<file path="config.mk">
export PLATFORM = sky130hd
export DESIGN_NAME = ir_nec_transmitter
export DESIGN_NICKNAME = d
export VERILOG_FILES = /design/src/rtl/ir_pkg.sv /design/src/rtl/ir_carrier_gen.sv /design/src/rtl/ir_nec_transmitter.sv
export SDC_FILE = /design/constraint.sdc
export NUM_CORES = 1
export LEC_CHECK = 0
export CORE_ASPECT_RATIO = 2
export CORE_UTILIZATION = 35
export DETAILED_ROUTE_END_ITERATION = 7
export GPL_TIMING_DRIVEN = 1
export SLEW_MARGIN = 10
export SYNTH_ARGS = -nofsm -noshare
export SYNTH_HDL_FRONTEND = slang
export SYNTH_SLANG_ARGS = --single-unit
</file>
<file path="constraint.sdc">
create_clock -name clk_50 -period 7.3 [get_ports clk_50]
set_input_delay 1.095 -clock clk_50 [delete_from_list [all_inputs] [get_ports clk_50]]
set_output_delay 1.095 -clock clk_50 [all_outputs]
set_load 0.1 [all_outputs]
</file>
<file path="src/rtl/ir_pkg.sv">
// ir_pkg: shared NEC infrared protocol definitions.
//   - ir_state_e : frame sequencer states
//   - *_U        : segment lengths in NEC units (1 unit = 562.5 us)
//   - NEC_BITS   : payload length of a full frame
//   - is_mark()  : true for states in which the LED envelope is on
// The IR receive path uses the same constants, so the two ends of a
// link cannot drift apart.
package ir_pkg;

    typedef enum logic [2:0] {
        IDLE,
        LEAD_MARK,
        LEAD_SPACE,
        BIT_MARK,
        BIT_SPACE,
        STOP_MARK
    } ir_state_e;

    localparam int LEAD_MARK_U    = 16;
    localparam int LEAD_SPACE_U   = 8;
    localparam int REPEAT_SPACE_U = 4;
    localparam int ONE_SPACE_U    = 3;
    localparam int UNIT_U         = 1;
    localparam int NEC_BITS       = 32;

    function automatic logic is_mark(input ir_state_e s);
        return (s == LEAD_MARK) || (s == BIT_MARK) || (s == STOP_MARK);
    endfunction

endpackage

</file>
<file path="src/rtl/ir_carrier_gen.sv">
// ir_carrier_gen: square-wave carrier for IR LED modulation.
// Ports:
//   clk_50  in  system clock
//   rst_n   in  asynchronous active-low reset
//   enable  in  carrier advances while high (envelope is in a mark)
//   restart in  pulse on the cycle before a mark begins; the carrier is
//               high and freshly phased on the mark's first cycle
//   carrier out carrier level, toggles every CARRIER_HALF enabled cycles
module ir_carrier_gen
    import ir_pkg::*;
#(
    parameter int CARRIER_HALF = 658
) (
    input  logic clk_50,
    input  logic rst_n,
    input  logic enable,
    input  logic restart,
    output logic carrier
);

    localparam int CNT_W = (CARRIER_HALF > 1) ? $clog2(CARRIER_HALF) : 1;

    logic [CNT_W-1:0] cnt_q, cnt_d;
    logic             carrier_q, carrier_d;

    always_comb begin
        cnt_d     = cnt_q;
        carrier_d = carrier_q;
        if (restart) begin
            cnt_d     = '0;
            carrier_d = 1'b1;
        end else if (enable) begin
            if (cnt_q == CNT_W'(CARRIER_HALF - 1)) begin
                cnt_d     = '0;
                carrier_d = ~carrier_q;
            end else begin
                cnt_d = cnt_q + CNT_W'(1);
            end
        end
    end

    always_ff @(posedge clk_50 or negedge rst_n) begin
        if (!rst_n) begin
            cnt_q     <= '0;
            carrier_q <= 1'b0;
        end else begin
            cnt_q     <= cnt_d;
            carrier_q <= carrier_d;
        end
    end

    assign carrier = carrier_q;

endmodule

</file>
<file path="src/rtl/ir_nec_transmitter.sv">
// ir_nec_transmitter: NEC infrared frame encoder.
// Serialises {~cmd, cmd, ~addr, addr} LSB first (or a repeat code) as
// pulse-distance NEC timing, optionally modulated by a carrier.
// Ports:
//   clk_50     in  system clock
//   rst_n      in  asynchronous active-low reset
//   start      in  request, sampled only in IDLE
//   repeat_req in  with start: 1 = repeat code, 0 = full frame
//   addr, cmd  in  payload bytes, latched on accepted start
//   ir_tx      out LED drive (envelope gated by carrier when MODULATE=1)
//   ir_env     out unmodulated envelope, 1 = mark
//   busy       out high while a frame is being sent
//   done       out one-cycle pulse on the cycle after the stop mark
module ir_nec_transmitter
    import ir_pkg::*;
#(
    parameter int UNIT_CYC     = 28125,
    parameter int CARRIER_HALF = 658,
    parameter int MODULATE     = 1
) (
    input  logic       clk_50,
    input  logic       rst_n,
    input  logic       start,
    input  logic       repeat_req,
    input  logic [7:0] addr,
    input  logic [7:0] cmd,
    output logic       ir_tx,
    output logic       ir_env,
    output logic       busy,
    output logic       done
);

    localparam int CYC_W = (UNIT_CYC > 1) ? $clog2(UNIT_CYC) : 1;

    ir_state_e        state_q, state_d;
    logic [CYC_W-1:0] cyc_q, cyc_d;
    logic [4:0]       unit_q, unit_d;
    logic [4:0]       bit_idx_q, bit_idx_d;
    logic [31:0]      shreg_q, shreg_d;
    logic             rpt_q, rpt_d;
    logic             env_q, env_d;
    logic             busy_q, busy_d;
    logic             done_q, done_d;

    logic             unit_end;
    logic             state_end;
    logic [4:0]       dur_m1;
    logic             restart;
    logic             carrier;

    // Last unit index of the current segment.
    always_comb begin
        case (state_q)
            LEAD_MARK:  dur_m1 = 5'(LEAD_MARK_U - 1);
            LEAD_SPACE: dur_m1 = rpt_q ? 5'(REPEAT_SPACE_U - 1) : 5'(LEAD_SPACE_U - 1);
            BIT_SPACE:  dur_m1 = shreg_q[0] ? 5'(ONE_SPACE_U - 1) : 5'(UNIT_U - 1);
            default:    dur_m1 = 5'(UNIT_U - 1);
        endcase
    end

    assign unit_end  = (cyc_q == CYC_W'(UNIT_CYC - 1));
    assign state_end = unit_end && (unit_q == dur_m1);

    always_comb begin
        state_d   = state_q;
        cyc_d     = cyc_q;
        unit_d    = unit_q;
        bit_idx_d = bit_idx_q;
        shreg_d   = shreg_q;
        rpt_d     = rpt_q;
        done_d    = 1'b0;

        if (state_q == IDLE) begin
            if (start) begin
                shreg_d   = {~cmd, cmd, ~addr, addr};
                rpt_d     = repeat_req;
                state_d   = LEAD_MARK;
                cyc_d     = '0;
                unit_d    = '0;
                bit_idx_d = '0;
            end
        end else begin
            if (unit_end) begin
                cyc_d  = '0;
                unit_d = unit_q + 5'd1;
            end else begin
                cyc_d = cyc_q + CYC_W'(1);
            end

            if (state_end) begin
                unit_d = '0;
                case (state_q)
                    LEAD_MARK:  state_d = LEAD_SPACE;
                    LEAD_SPACE: state_d = rpt_q ? STOP_MARK : BIT_MARK;
                    BIT_MARK:   state_d = BIT_SPACE;
                    BIT_SPACE: begin
                        shreg_d   = {1'b0, shreg_q[31:1]};
                        bit_idx_d = bit_idx_q + 5'd1;
                        state_d   = (bit_idx_q == 5'(NEC_BITS - 1)) ? STOP_MARK : BIT_MARK;
                    end
                    STOP_MARK: begin
                        state_d = IDLE;
                        done_d  = 1'b1;
                    end
                    default:    state_d = IDLE;
                endcase
            end
        end

        busy_d = (state_d != IDLE);
        env_d  = is_mark(state_d);
    end

    // Reload the carrier phase one cycle ahead of every mark so each mark
    // opens on a carrier high half-period.
    assign restart = is_mark(state_d) && (state_d != state_q);

    always_ff @(posedge clk_50 or negedge rst_n) begin
        if (!rst_n) begin
            state_q   <= IDLE;
            cyc_q     <= '0;
            unit_q    <= '0;
            bit_idx_q <= '0;
            shreg_q   <= '0;
            rpt_q     <= 1'b0;
            env_q     <= 1'b0;
            busy_q    <= 1'b0;
            done_q    <= 1'b0;
        end else begin
            state_q   <= state_d;
            cyc_q     <= cyc_d;
            unit_q    <= unit_d;
            bit_idx_q <= bit_idx_d;
            shreg_q   <= shreg_d;
            rpt_q     <= rpt_d;
            env_q     <= env_d;
            busy_q    <= busy_d;
            done_q    <= done_d;
        end
    end

    ir_carrier_gen #(
        .CARRIER_HALF(CARRIER_HALF)
    ) u_carrier (
        .clk_50 (clk_50),
        .rst_n  (rst_n),
        .enable (env_q),
        .restart(restart),
        .carrier(carrier)
    );

    assign ir_env = env_q;
    assign busy   = busy_q;
    assign done   = done_q;
    assign ir_tx  = (MODULATE != 0) ? (env_q & carrier) : env_q;

endmodule

</file>
* Word-level counts from Yosys, hierarchy flattened
Cells that the tools add are included.
Storage, ports and cells: output and inout bits 4, register bits 75
Cells by class: multiplexer cells 32, add/subtract/negate cells 4, bitwise operators 4, equal/unequal tests 14, reductions and logical operators 15
Operators with widths (count):
- $mux 32 | 4
- $mux 15 | 3
- $mux 5 | 7
- $mux 10 | 3
- $mux 3 | 6
- $not 8->8 | 2
- $add 15x1->15 const B | 1
- $eq 15x15->1 const B | 1
- $pmux 3 s4 | 1
- $pmux 4 s3 | 1
- $add 10x1->10 const B | 1
- $add 5x1->5 const B | 2
- $eq 10x10->1 const B | 1
- $eq 3x2->1 const B | 3
- $eq 3x3->1 const B | 3
- $reduce_bool 2->1 | 4
- $eq 3x1->1 const B | 2
- $mux 1 | 6
- $reduce_and 2->1 | 3
- $reduce_bool 3->1 | 2
- $eq 5x5->1 | 1
- $eq 5x5->1 const B | 1
- $logic_not 3->1 | 1
- $ne 3x3->1 | 1
- 7 further kinds | 9

* Depth between registers and ports, before layout
depth after elaboration 12, gate-level depth with buffers 10, mapped depth without buffers 7

* Hierarchy
From an unflattened synthesis, not the netlist that was laid out.
Second synthesis, totals: cell total of the unflattened synthesis 414, area, all modules 4001.3 um^2
Modules (own cells, without submodules):
- ir_nec_transmitter | instances 1, seq. area each 1601.5 um^2, area each 3419.5 um^2, cells each 356
- ir_carrier_gen | instances 1, seq. area each 275.3 um^2, area each 581.8 um^2, cells each 58

* Least setup slack after synthesis
OpenSTA, ideal clock, no wires.
path type reg2out, from register env_q, in the netlist ir_env, to output ir_tx, arrival time 1.991 ns, path buffers 1, required time 6.205 ns, path slack 4.214 ns, cell stages (with the launch flop) 3, cell sequence dfrtp_1 > clkbuf_1 > and2_1
Between the ends: longest elaborated chain between the ends 1
Ends and longest elaborated chain:
- start: declaration | line ir_nec_transmitter.sv:41 | logic env_q, env_d;
- start signal: assignment | line ir_nec_transmitter.sv:136 | env_q <= env_d;
- $and 1x1->1 | line ir_nec_transmitter.sv:155 | assign ir_tx = (MODULATE != 0) ? (env_q & carrier) : env_q;
- end: declaration | line ir_nec_transmitter.sv:27 | output logic ir_tx,
No other way between the ends.

* Worst setup path after layout
from input start, to register rpt_q
Between the ends: longest elaborated chain between the ends 1
Ends and longest elaborated chain:
- start: declaration | line ir_nec_transmitter.sv:23 | input logic start,
- $reduce_and 2->1 (no line)
- end signal: assignment | line ir_nec_transmitter.sv:135 | rpt_q <= rpt_d;
- end: declaration | line ir_nec_transmitter.sv:40 | logic rpt_q, rpt_d;
No other way between the ends. A chain may end at the register's enable or synchronous reset.

==> impl_metrics.py <==
metrics = {
    "status": {
        "outcome": "complete, no violations",
    },
    "timing": {
        "fin_setup_tns_ns": 0,
        "tightest_slew_ns": 1.12,
        "whs_ns": 0.490,
        "clock.fmax_ghz": 0.308,
        "fin_crit_sh_pct": 44.4,
        "setup_viol": 0,
        "relSlewSlack_pct": 25.0,
        "period_minus_slack_ns": 3.24,
        "rsz0062_at_grt": "false",
        "final_max_slew_viol_count": 0,
        "finalHoldViolCount": 0,
        "worst_slack_ns": 4.06,
        "skew_ns": 0.00910,
    },
    "worst_setup_path": {
        "cp_slowest_cell": "clkdlybuf4s50_1",
        "critPathKind": "in -> reg",
        "crit_end": "rpt_q",
        "cp_num_buf_inv": 1,
        "crit_start": "start",
        "r2r_start": "state_q[0]",
        "crit_path_max_fanout": 65,
        "worstSetupEndpointType": "flop",
        "cp-start-kind": "primary input",
        "reg2reg_to": "bit_idx_q[4]",
        "ff2ff_setup_slack_ns": 4.09,
        "crit_family": "simple AND/OR/NAND/NOR gates",
        "crit_arrival_ns": 3.46,
        "cp.depth": 4,
        "worstRegToRegCells": 5,
        "critPathMaxStageDelay_ns": 0.68,
        "crit_required_ns": 7.52,
        "crit_path_cell_trace": "clkdlybuf4s50_1 -> nand2b_2 -> nor2_1 -> mux2_2",
    },
    "finish": {
        "area_growth_pct": 13.0,
        "nets": 621,
        "antenna_cells": 0,
        "layout-drive-gt1-share_pct": 7.19,
        "post-route-util_pct": 40.8,
        "register_area_mm2": 0.00188,
        "multiInputGateArea_mm2": 0.00299,
        "n_fill_cell": 1464,
        "stdcell_count": 787,
        "final_area_mm2": 0.00573,
    },
    "die": {
        "io_pins": 24,
        "dieArea_mm2": 0.0150,
        "coreArea_mm2": 0.0140,
        "die_h_um": 172,
        "dieWidth_um": 87.1,
        "initial_core_util_pct": 36.1,
        "rows": 61,
    },
    "job": {
        "cap_violations": 0,
    },
    "grt": {
        "grt_max_degree": 76,
        "grt_usage_pct": 20.3,
        "grt_pass1_vias": 4853,
        "gr-total-overflow": 0,
        "grt_pass1_wl_um": 24200,
        "antenna_found_initial": 0,
    },
    "placement": {
        "dpl.cell_count": 772,
        "portBuffers": 23,
        "routabilityCongestion": 0.790,
        "dpl_cell_area_mm2": 0.00543,
        "dp_hpwl_um": 8670,
        "post-place-ws_ns": 3.71,
    },
    "power_and_ir_drop": {
        "vdd_drop_max_v": 0.000121,
        "p_per_area_mw_per_mm2": 211,
        "power_mw": 1.21,
        "p_leak_nw": 2.08,
    },
    "logic_synthesis": {
        "seq_area_frac_synth_pct": 37.0,
        "ys_ff_latch": 75,
        "avgSynthCellArea_um2": 8.34,
        "ys_types": 59,
        "yosys_warnings": 0,
        "synthesis.nets": 635,
        "synth_edf_count": 0,
        "ys.flop_type": "dfrtp_1",
        "async_flop_share_pct": 100,
        "synth_cells": 608,
        "synthesis.area_mm2": 0.00507,
    },
    "route": {
        "via_per_inst": 6.18,
        "num_vias": 4861,
        "ant_nets": 0,
        "totalWireLength_um": 14200,
        "post_drt_wl_per_cell_um": 18.1,
        "drt_iter0_drc": 346,
        "drc": 0,
        "dr.pass1.iters": 4,
    },
    "clocking": {
        "clock_latency_ns": 0.33,
        "cts_resized": 0,
        "h-tree-depth": 3,
        "hold_buffers": 0,
        "cts.clk_slew.worst_paths_ns": 0.06,
        "cts.sinks": 75,
        "cts_inserted_buffers": 9,
        "root_buffer": "clkbuf_16",
        "cts_tree": "built",
        "post_cts_buffers": 0,
        "clk_path_buf_depth": 2,
    },
    "worst_hold_path": {
        "hp-class": "reg -> reg",
    },
}
==> synthesized netlist by cell type (all sizes together) (8+ instances only) <==
cell type,count,area share (%)
nand3,76,7.5
dfrtp,75,37
and3,69,8.5
clkbuf,50,3.7
nand2,39,2.9
nor3,34,3.4
o211ai,33,4.9
o21ai,30,3.0
nor2,22,1.6
a31oi,21,2.6
a211oi,17,2.5
a21o,15,2.2
xor2,9,1.6
buf,8,0.89
o31ai,8,1.2
==> where the power goes <==
part           internal [mW]  switching [mW]
registers              0.468          0.0678
logic                 0.0945           0.119
clock network          0.281           0.179
total                  0.843           0.366
==> final cells by class <==
type,instances,share of cell area [%]
Clock inverter,4,0.874
Tap cell,189,4.13
Inverter,6,0.393
Timing Repair Buffer,33,5.29
Clock buffer,11,4.41
Multi-Input combinational cell,469,52.1
Sequential cell,75,32.8
==> metal layers <==
metal | global-route usage, % | vias to the layer above | wire (um)
li1 | - | 2275 | -
met1 | 24.4 | 2441 | 6010
met2 | 35.1 | 118 | 7370
met3 | 2.91 | 27 | 480
met4 | 9.62 | 0 | 382
met5 | 0 | - | 0
==> cell families (layout without fill, tap and decap cells) <==
group	Yosys count	count (layout)	synth area share (%)
xor+xnor	14	14	2.42
fa+ha+maj	7	7	1.73
mux	3	3	0.617
buf+inv	64	54	5.03
simple gates	297	297	32.7
compound gates	148	148	20.5
flops	75	75	37.0
==> registers in the layout, summed over array words and instances, names as in the netlist <==
| signal | count |
|---|---|
| busy | 1 |
| bit_idx_q | 5 |
| ir_env | 1 |
| u_carrier.carrier | 1 |
| shreg_q | 32 |
| cyc_q | 15 |
| done | 1 |
| state_q | 3 |
| u_carrier.cnt_q | 10 |
| unit_q | 5 |
| rpt_q | 1 |
==> cells in the final DEF, fill, tap and decap left out, types with 3 or more instances in the layout <==
cell             Yosys  final
a21o_1              15     15
and3_1              69     69
nand4_1              7      7
nor2_1              22     21
o31ai_1              8      7
a211oi_1            17     17
xnor2_1              5      5
ha_1                 7      7
nor4b_1              4      4
o21ai_0             29     29
nand4bb_1            3      3
dfrtp_1             75     74
a41oi_1              3      3
nor4_1               5      4
o211ai_1            33     33
buf_4                2     11
xor2_1               9      9
a21oi_1              3      3
nand2_1             39     39
nor3_1              34     33
and2_1               6      6
clkbuf_16            0      9
nand2b_1             4      3
inv_1                6      6
or2_2                3      3
a31oi_1             21     21
or3_1                6      6
nand3_1             76     76
clkdlybuf4s50_1      0     22
==> worst min path at each step <==
| stage | from | end | slack, ns | depth (start not counted) |
|---|---|---|---|---|
| 6_report | cyc_q[14] | cyc_q[14] | 0.49 | 1 |
| 5_1_grt | cyc_q[14] | cyc_q[14] | 0.55 | 1 |
| 4_1_cts | cyc_q[14] | cyc_q[14] | 0.49 | 1 |
| 3_5_place_dp | cyc_q[14] | cyc_q[14] | 0.48 | 1 |
| 3_3_place_gp | cyc_q[14] | cyc_q[14] | 0.47 | 1 |
| 2_1_floorplan | cyc_q[14] | cyc_q[14] | 0.44 | 1 |
Power figures use the tool's default switching activity.
